<file path="src/rtl/lms_adapt_ctrl.sv">
`default_nettype none
// ============================================================================
// Module      : lms_adapt_ctrl
// Description : LMS adaptation sequencer. It turns sample strobes into
//               datapath enables, anneals the step size, and freezes or
//               retrains from block-averaged |e|.
// Revision    : 1.0 - initial release
// ============================================================================
module lms_adapt_ctrl #(
    parameter int DATA_WIDTH  = 16,
    parameter int BLOCK_LEN   = 64,
    parameter int CONV_BLOCKS = 4
) (
    input  logic                         clk,
    input  logic                         rst_n,
    input  logic                         start,
    input  logic                         stop,
    input  logic                         sample_valid,
    input  logic signed [DATA_WIDTH-1:0] e,
    input  logic signed [DATA_WIDTH-1:0] mu_init,
    input  logic signed [DATA_WIDTH-1:0] mu_min,
    input  logic        [DATA_WIDTH-1:0] thresh,
    output logic                         clk_en,
    output logic                         adapt_en,
    output logic signed [DATA_WIDTH-1:0] step_size,
    output logic        [DATA_WIDTH-1:0] block_err,
    output logic                         converged,
    output logic        [1:0]            state
);

    localparam int c_log2_bl = $clog2(BLOCK_LEN);
    localparam int c_acc_w   = DATA_WIDTH - 1 + c_log2_bl;
    localparam int c_cnt_w   = c_log2_bl + 1;
    localparam int c_good_w  = $clog2(CONV_BLOCKS + 1);

    localparam logic [c_cnt_w-1:0]  c_block_len = c_cnt_w'(BLOCK_LEN);
    localparam logic [c_good_w-1:0] c_conv      = c_good_w'(CONV_BLOCKS);

    localparam logic [1:0] c_st_idle   = 2'd0;
    localparam logic [1:0] c_st_adapt  = 2'd1;
    localparam logic [1:0] c_st_frozen = 2'd2;

    logic [1:0]                  r_state;
    logic [1:0]                  w_state_nxt;
    logic                        r_clk_en;
    logic [c_acc_w-1:0]          r_acc;
    logic [c_cnt_w-1:0]          r_cnt;
    logic                        r_blk_full;
    logic [c_good_w-1:0]         r_good;
    logic signed [DATA_WIDTH-1:0] r_step;
    logic [DATA_WIDTH-1:0]       r_blk_err;

    logic [DATA_WIDTH-1:0]       w_neg_e;
    logic [DATA_WIDTH-2:0]       w_abs_e;
    logic [c_acc_w-1:0]          w_acc_base;
    logic [c_acc_w-1:0]          w_acc_sum;
    logic [c_cnt_w-1:0]          w_cnt_base;
    logic [c_cnt_w-1:0]          w_cnt_inc;
    logic [DATA_WIDTH-1:0]       w_blk_err_new;
    logic                        w_good;
    logic                        w_restart;
    logic [c_good_w-1:0]         w_good_inc;
    logic signed [DATA_WIDTH-1:0] w_half;
    logic signed [DATA_WIDTH-1:0] w_step_ann;

    // |e| with the most negative code saturated to the largest positive one
    assign w_neg_e = -e;
    always_comb begin
        w_abs_e = e[DATA_WIDTH-2:0];
        if (e[DATA_WIDTH-1]) begin
            if (e == {1'b1, {(DATA_WIDTH-1){1'b0}}}) begin
                w_abs_e = '1;
            end else begin
                w_abs_e = w_neg_e[DATA_WIDTH-2:0];
            end
        end
    end

    // A full accumulator is being evaluated this cycle, so a new sample starts the next block
    assign w_acc_base    = r_blk_full ? '0 : r_acc;
    assign w_cnt_base    = r_blk_full ? '0 : r_cnt;
    assign w_cnt_inc     = w_cnt_base + 1'b1;
    assign w_acc_sum     = w_acc_base + {{c_log2_bl{1'b0}}, w_abs_e};
    assign w_blk_err_new = {1'b0, r_acc[c_acc_w-1:c_log2_bl]};
    assign w_good        = (w_blk_err_new < thresh);
    assign w_restart     = ({1'b0, w_blk_err_new} > {thresh, 1'b0});
    assign w_good_inc    = r_good + 1'b1;
    assign w_half        = r_step >>> 1;
    assign w_step_ann    = (w_half < mu_min) ? mu_min : w_half;

    always_ff @(posedge clk) begin
        if (!rst_n) begin
            r_state <= c_st_idle;
        end else begin
            r_state <= w_state_nxt;
        end
    end

    always_comb begin
        w_state_nxt = r_state;
        case (r_state)
            c_st_idle: begin
                if (start) w_state_nxt = c_st_adapt;
            end
            c_st_adapt: begin
                if (r_blk_full && w_good && (w_good_inc >= c_conv)) w_state_nxt = c_st_frozen;
            end
            c_st_frozen: begin
                if (r_blk_full && w_restart) w_state_nxt = c_st_adapt;
            end
            default: w_state_nxt = c_st_idle;
        endcase
        if (stop) w_state_nxt = c_st_idle;
    end

    always_comb begin
        state     = r_state;
        adapt_en  = (r_state == c_st_adapt);
        converged = (r_state == c_st_frozen);
        clk_en    = r_clk_en;
        step_size = r_step;
        block_err = r_blk_err;
    end

    always_ff @(posedge clk) begin
        if (!rst_n || stop) begin
            r_clk_en   <= 1'b0;
            r_acc      <= '0;
            r_cnt      <= '0;
            r_blk_full <= 1'b0;
            r_good     <= '0;
            r_step     <= '0;
            r_blk_err  <= '0;
        end else if (r_state == c_st_idle) begin
            r_clk_en   <= 1'b0;
            r_acc      <= '0;
            r_cnt      <= '0;
            r_blk_full <= 1'b0;
            r_good     <= '0;
            if (start) r_step <= mu_init;
        end else begin
            r_clk_en <= sample_valid;
            if (sample_valid) begin
                r_acc      <= w_acc_sum;
                r_cnt      <= w_cnt_inc;
                r_blk_full <= (w_cnt_inc == c_block_len);
            end else begin
                r_acc      <= w_acc_base;
                r_cnt      <= w_cnt_base;
                r_blk_full <= 1'b0;
            end
            if (r_blk_full) begin
                r_blk_err <= w_blk_err_new;
                if (r_state == c_st_adapt) begin
                    if (w_good) begin
                        r_good <= w_good_inc;
                        r_step <= w_step_ann;
                    end else begin
                        r_good <= '0;
                    end
                end else if (w_restart) begin
                    r_good <= '0;
                    r_step <= mu_init;
                end
            end
        end
    end

endmodule
`default_nettype wire

</file>
<file path="config.mk">
export PLATFORM = sky130hd
export DESIGN_NAME = lms_adapt_ctrl
export DESIGN_NICKNAME = d
export VERILOG_FILES = /design/src/rtl/lms_adapt_ctrl.sv
export SDC_FILE = /design/constraint.sdc
export NUM_CORES = 1
export LEC_CHECK = 0
export BUFFER_PORTS_ARGS = -buffer_cell sky130_fd_sc_hd__buf_2
export CAP_MARGIN = 30
export CORE_MARGIN = 2
export CORE_UTILIZATION = 51
export DETAILED_ROUTE_END_ITERATION = 10
export PLACE_DENSITY = 0.89
export SLEW_MARGIN = 0
export SYNTH_ARGS = -nofsm -noshare
export SYNTH_HDL_FRONTEND = slang
export SYNTH_SLANG_ARGS = --single-unit
</file>
<file path="constraint.sdc">
create_clock -name clk -period 4.2 [get_ports clk]
set_input_delay 0.42 -clock clk [delete_from_list [all_inputs] [get_ports clk]]
set_output_delay 0.42 -clock clk [all_outputs]
set_load 0.02 [all_outputs]
</file>
### Word-level counts from Yosys, hierarchy flattened

Index checks and enable logic that the tools add are counted.

| storage, ports and cells | value |
|---|---|
| flip-flop bits (word level) | 66 |
| bits of input ports | 69 |
| output and inout port bits | 37 |
| word-level logic and storage cells | 66 |

| operators by class | value |
|---|---|
| add/subtract/negate cells | 4 |
| $lt $le $gt $ge | 4 |
| eq/ne operators | 9 |
| muxes and demuxes | 20 |
| bitwise logic cells | 3 |
| reduce and logical (&&, ||, !) cells | 17 |

Operators with widths:

| operator | number |
|---|---|
| two-way mux 16 bit | 7 |
| two-way mux 21 bit | 2 |
| < comparator 15 x 16 -> 1 bit | 2 |
| two-way mux 15 bit | 2 |
| adder 21 x 15 -> 21 bit | 1 |
| > comparator 15 x 17 -> 1 bit | 1 |
| == test 16 bit (second input constant) | 1 |
| negation 15 bit | 1 |
| two-way mux 7 bit | 2 |
| two-way mux 3 bit | 3 |
| adder 7 x 1 -> 7 bit (second input constant) | 1 |
| == test 7 bit (second input constant) | 1 |
| two-way mux 2 bit | 3 |
| inequality test 3 x 1 -> 1 bit (second input constant) | 2 |
| case mux 2 bit (3 select lines) | 1 |
| AND reduction 5 bit | 1 |
| inequality test 2 x 1 -> 1 bit (second input constant) | 2 |
| AND reduction 2 bit | 2 |
| AND reduction 4 bit | 1 |
| nonzero test 2 bit | 2 |
| OR reduction 2 bit | 2 |
| adder 3 x 1 -> 3 bit (second input constant) | 1 |
| >= comparator 3 bit (second input constant) | 1 |
| logical AND 1 bit | 3 |
| 10 further kinds | 12 |

### Logic depth before layout (Yosys ltp)

| depth | value |
|---|---|
| word-level depth | 6 |
| depth in mapped cells | 18 |
| gate-level depth less buffers | 17 |

### Worst setup path after synthesis

OpenSTA, ideal clock, no wires.

| path | value |
|---|---|
| path type | input port to flip-flop |
| start | input port e[0] |
| end | register r_acc[16] |
| setup time | 118 ps |
| data arrival time | 4,004 ps |
| data required time | 4,082 ps |
| slack | 77 ps |
| stages | 18 |
| path through | inv_1 ha_1 nand2_1 or3_4 or3_4 or3_1 or3b_1 buf_2 buf_6 nand2_1 ha_1 a211oi_1 o21ai_0 a31o_2 a21oi_1 o21ai_0 and3_1 mux2i_1 |

| between the ends | value |
|---|---|
| longest elaborated chain between the ends | 5 |
| elaborated cells between the ends (all ways) | 6 |
| those cells by class | add/sub: 2; eq/ne: 1; mux: 3 |

Ends and longest elaborated chain:

| element | RTL line | source |
|---|---|---|
| from (decl) | 19 | `input logic signed [DATA_WIDTH-1:0] e,` |
| negation 15 bit / == test 16 bit (equally long branches) | 67, 71 |  |
| two-way mux 15 bit | 71 | `if (e == {1'b1, {(DATA_WIDTH-1){1'b0}}}) begin` |
| two-way mux 15 bit (*) | 70 | `if (e[DATA_WIDTH-1]) begin` |
| adder 21 x 15 -> 21 bit (*) | 83 | `assign w_acc_sum = w_acc_base + {{c_log2_bl{1'b0}}, w_abs_e};` |
| two-way mux 21 bit (*) | 143 | `if (sample_valid) begin` |
| to (signal assigned) | 144 | `r_acc <= w_acc_sum;` |
| to (signal assigned) | 148 | `r_acc <= w_acc_base;` |
| to (decl) | 46 | `logic [c_acc_w-1:0] r_acc;` |

Mark *: on every way between the ends. The rest lies on a longest branch, timed or not.
A chain may end at the register's enable or synchronous reset.

### Worst setup path in the final report

| path | value |
|---|---|
| start | input port e[1] |
| end | register r_acc[16] |

The elaborated chain is that of the path after synthesis.

==> run_summary.xml <==
<?xml version="1.0" encoding="UTF-8"?>
<metrics>
  <group name="global_route">
    <metric name="grt_pass1_wl" unit="um">20900</metric>
    <metric name="globalRouteOverflowTotal" unit="">0</metric>
    <metric name="grt_pass1_vias" unit="">4714</metric>
    <metric name="grt_antenna_before_repair" unit="">0</metric>
    <metric name="maximum_number_of_pins_on_one_net_before_global_route_repair" unit="">33</metric>
    <metric name="groute.usage.overall" unit="%">23.0</metric>
  </group>
  <group name="clock_tree">
    <metric name="htree_num_levels" unit="">3</metric>
    <metric name="cts_buffers" unit="">9</metric>
    <metric name="cts.root.buffer_cell" unit="">clkbuf_8</metric>
    <metric name="tritoncts" unit="">yes</metric>
    <metric name="clock_tree.buffer_depth" unit="">2</metric>
    <metric name="tritoncts_num_sinks" unit="">66</metric>
    <metric name="cts.reportedPaths.clkPinSlew" unit="ns">0.08</metric>
    <metric name="clock_latency" unit="ns">0.34</metric>
  </group>
  <group name="power">
    <metric name="total_leakage_power" unit="nW">3.11</metric>
    <metric name="ir_drop" unit="uV">117</metric>
    <metric name="power_per_cell_area" unit="nW/um2">250</metric>
  </group>
  <group name="die">
    <metric name="design.portCount" unit="">106</metric>
    <metric name="rows" unit="">36</metric>
    <metric name="die-width" unit="um">104</metric>
    <metric name="initial_utilization" unit="%">52.1</metric>
    <metric name="coreArea" unit="um2">9730</metric>
    <metric name="die_height" unit="um">104</metric>
    <metric name="die_area" unit="um2">10800</metric>
  </group>
  <group name="run">
    <metric name="drv_cap" unit="">0</metric>
  </group>
  <group name="sta">
    <metric name="min_period_over_period" unit="%">94.2</metric>
    <metric name="final.setup_skew" unit="ns">0.0150</metric>
    <metric name="maxSlewHeadroom" unit="%">49.2</metric>
    <metric name="finalCriticalPeriod" unit="ns">3.96</metric>
    <metric name="worst_slack" unit="ns">0.242</metric>
    <metric name="final-setup-viol-count" unit="">0</metric>
    <metric name="finalHoldViolCount" unit="">0</metric>
    <metric name="clock.fmax" unit="MHz">253</metric>
    <metric name="slew_violations" unit="">0</metric>
    <metric name="setup_total_negative_slack" unit="ns">0</metric>
    <metric name="worst-slew-pin-transition" unit="ns">0.762</metric>
    <metric name="finalHoldWorstSlack" unit="ns">0.433</metric>
    <metric name="grt_setup_unrepaired" unit="">false</metric>
  </group>
  <group name="drt">
    <metric name="drtPass1Iterations" unit="">7</metric>
    <metric name="drt_iter0_markers" unit="">192</metric>
    <metric name="ant_nets" unit="">0</metric>
    <metric name="met2RoutedLength" unit="um">6040</metric>
    <metric name="top_layer_used" unit="">met4</metric>
    <metric name="post_drt_wl_per_cell" unit="um">13.9</metric>
    <metric name="drc" unit="">0</metric>
    <metric name="routed-via-count" unit="">4917</metric>
    <metric name="routed_wl" unit="um">12400</metric>
    <metric name="routed-wl-met3" unit="um">695</metric>
    <metric name="met1_routed_wirelength_after_detailed_routing" unit="um">5370</metric>
    <metric name="route.detailed.vias_per_inst" unit="">5.51</metric>
  </group>
  <group name="setup_path">
    <metric name="crit_end_category" unit="">register</metric>
    <metric name="destination_of_the_critical_timing_path" unit="">r_acc[16]$_SDFF_PP0_</metric>
    <metric name="rr_worst_depth" unit="">9</metric>
    <metric name="startpoint_of_the_most_critical_setup_path" unit="">e[1]</metric>
    <metric name="slowest_delay" unit="ns">0.48</metric>
    <metric name="regToRegSetupSlack" unit="ns">1.20</metric>
    <metric name="cp.arrival" unit="ns">4.20</metric>
    <metric name="setup.worst_path.class" unit="">primary input to register</metric>
    <metric name="critical_path_cell_count" unit="">17</metric>
    <metric name="timing.critical_path.required" unit="ns">4.44</metric>
    <metric name="r2r_end" unit="">step_size[0]$_SDFFE_PP0P_</metric>
    <metric name="cp-start-kind" unit="">primary input</metric>
    <metric name="crit-reg2reg-launch" unit="">step_size[14]$_SDFFE_PP0P_</metric>
    <metric name="cp_num_buf_inv" unit="">2</metric>
    <metric name="crit_path_cell_trace" unit="">buf_2 -&gt; inv_1 -&gt; ha_1 -&gt; nand2_1 -&gt; or3_4 -&gt; or3_4 -&gt; or3_1 -&gt; or3b_1 -&gt; nand2_1 -&gt; ha_1 -&gt; a211oi_1 -&gt; o21ai_0 -&gt; a31o_2 -&gt; a21oi_1 -&gt; o21ai_1 -&gt; and3_1 -&gt; mux2i_1</metric>
    <metric name="path_max_fanout" unit="">5</metric>
    <metric name="cp_top_family" unit="">simple AND/OR/NAND/NOR gates</metric>
    <metric name="critical-path-slowest-cell" unit="">or3b_1</metric>
  </group>
  <group name="synthesis">
    <metric name="synth.lib_cells_used.distinct" unit="">53</metric>
    <metric name="synthesis.nets" unit="">778</metric>
    <metric name="yosys_register_bits" unit="">66</metric>
    <metric name="yosys_most_used_dff" unit="">dfxtp_1</metric>
    <metric name="post_synth_instance_area" unit="um2">5070</metric>
    <metric name="postSynthAreaPerCell" unit="um2">7.83</metric>
    <metric name="share_of_synthesized_area_occupied_by_flip_flops_and_latches" unit="%">26.1</metric>
    <metric name="synthesis.instances" unit="">647</metric>
    <metric name="ys.warnings.count" unit="">0</metric>
    <metric name="async_reset_ff_share" unit="%">0</metric>
    <metric name="number_of_enable_type_register_cells_in_the_synthesized_netlist" unit="">0</metric>
  </group>
  <group name="cells_and_area">
    <metric name="finish.cell_count_without_fillers" unit="">892</metric>
    <metric name="area_growth_syn_to_layout" unit="%">18.7</metric>
    <metric name="nets" unit="">886</metric>
    <metric name="drive_above_1_share" unit="%">20.3</metric>
    <metric name="n_antenna_cell" unit="">0</metric>
  </group>
  <group name="min_path">
    <metric name="holdCritPathClass" unit="">primary input to register</metric>
    <metric name="holdPathStages" unit="">4</metric>
  </group>
  <group name="outcome">
    <metric name="run_status" unit="">finished clean</metric>
  </group>
  <group name="placed_design">
    <metric name="routabilityCongestion" unit="">0.883</metric>
    <metric name="dp_worst_setup_slack" unit="ns">-0.180</metric>
    <metric name="dp_hpwl" unit="um">9520</metric>
    <metric name="placement.io_buffers" unit="">104</metric>
    <metric name="placed_cells_incl_taps" unit="">877</metric>
  </group>
</metrics>
synth_stat cells, types with 2 or more instances:
cell type / number / area share, %
nand2_1: 96 / 7.1
dfxtp_1: 66 / 26
ha_1: 61 / 15
a21oi_1: 51 / 5.0
inv_1: 44 / 3.3
nor2_1: 43 / 3.2
o21ai_0: 28 / 2.8
mux2i_1: 27 / 5.3
clkbuf_1: 22 / 1.6
nor2b_1: 22 / 2.7
o211ai_1: 20 / 3.0
xnor2_1: 17 / 2.9
o211a_1: 15 / 3.0
xor2_1: 14 / 2.4
nor3_1: 13 / 1.3
a211oi_1: 9 / 1.3
a21o_1: 9 / 1.3
nand3_1: 9 / 0.89
nand4_1: 9 / 1.1
and3_1: 5 / 0.62
nand2b_1: 5 / 0.62
o21bai_1: 5 / 0.74
o31ai_1: 5 / 0.74
or3_1: 5 / 0.62
o21a_1: 4 / 0.59
or2_2: 4 / 0.49
a22oi_1: 3 / 0.44
a31o_2: 3 / 0.52
a31oi_1: 3 / 0.37
buf_4: 3 / 0.44
buf_1: 2 / 0.15
nand3b_1: 2 / 0.30
o32ai_1: 2 / 0.35
or3_4: 2 / 0.44
metal layers:
layer  GRT usage, %  vias to the layer above
li1               -                     2489
met1           28.2                     2242
met2           40.2                      161
met3           4.22                       25
met4           8.69                        0
met5              0                        -
metrics by stage:
stage                     power [mW]  utilization (%)  area (um2)
after global placement         0.966             59.6        5800
after CTS                       1.51             61.8        6020
after global routing            1.58             61.8        6020
after floorplan                0.873                -        5070
final                           1.50             61.8        6020
after detailed placement       0.974             59.8        5820
kinds of logic after synthesis:
family,after synthesis,share of synthesized area (%)
flip-flops,66,26.1
other,1,0.0740
AO/OA/AOI/OAI,165,21.5
adder cells (fa/ha/maj),62,15.5
multiplexers,28,5.55
AND/OR/NAND/NOR,221,20.2
XOR/XNOR,31,5.36
buffers and inverters,73,5.80
sequential cells by signal (all words and copies together), names as in the netlist:
name        cells
block_err      15
clk_en          1
r_acc          21
r_blk_full      1
r_cnt           7
r_good          3
state           2
step_size      16
worst min-delay path by stage:
stage / start / to / slack, ns
after floorplan: r_good[2]$_SDFFE_PP0P_ / r_good[2]$_SDFFE_PP0P_ / 0.45
after global placement: block_err[12]$_SDFFE_PP0P_ / block_err[12]$_SDFFE_PP0P_ / 0.44
after detailed placement: block_err[13]$_SDFFE_PP0P_ / block_err[13]$_SDFFE_PP0P_ / 0.44
after CTS: mu_init[11] / step_size[11]$_SDFFE_PP0P_ / 0.42
after global routing: mu_init[10] / step_size[10]$_SDFFE_PP0P_ / 0.45
final: mu_init[11] / step_size[11]$_SDFFE_PP0P_ / 0.43
cell usage in the layout, fill, tap and decap left out, types with 10 or more instances in the layout:
cell type  synthesis  routed
a21oi_1           51      51
buf_4              3      21
xnor2_1           17      17
o211ai_1          20      20
xor2_1            14      14
o21ai_0           28      26
nor2_1            43      43
ha_1              61      61
inv_1             44      44
mux2i_1           27      27
buf_2              1     104
nor2b_1           22      22
dfxtp_1           66      66
o211a_1           15      15
nand2_1           96      96
clkbuf_8           0      10
nor3_1            13      13
where the power goes:
group / leakage, nW / internal (mW) / switching (mW) / total [mW]
Clock: 0.0877 / 0.287 / 0.250 / 0.538
Sequential: 0.534 / 0.635 / 0.0104 / 0.646
Combinational: 2.49 / 0.142 / 0.177 / 0.318
tightest hold or removal path, stage by stage:
cell and delay (ns):
buf_2 0.07, nand2_1 0.04, o211ai_1 0.08, o211a_1 0.14
final cells by class:
class	count	area [um2]
clock buffer	11	141
clock inverter	4	52.6
fill	852	3710
inverter	44	165
multi-input combinational	508	3480
sequential	66	1320
tap	133	166
timing repair buffer	126	689
what timing repair did:
action                     CTS  global route
setup buffers                0             0
resized for setup            0             1
hold buffers                 0             0
setup endpoints to repair    0             3
(Power assumes the default switching activity.)
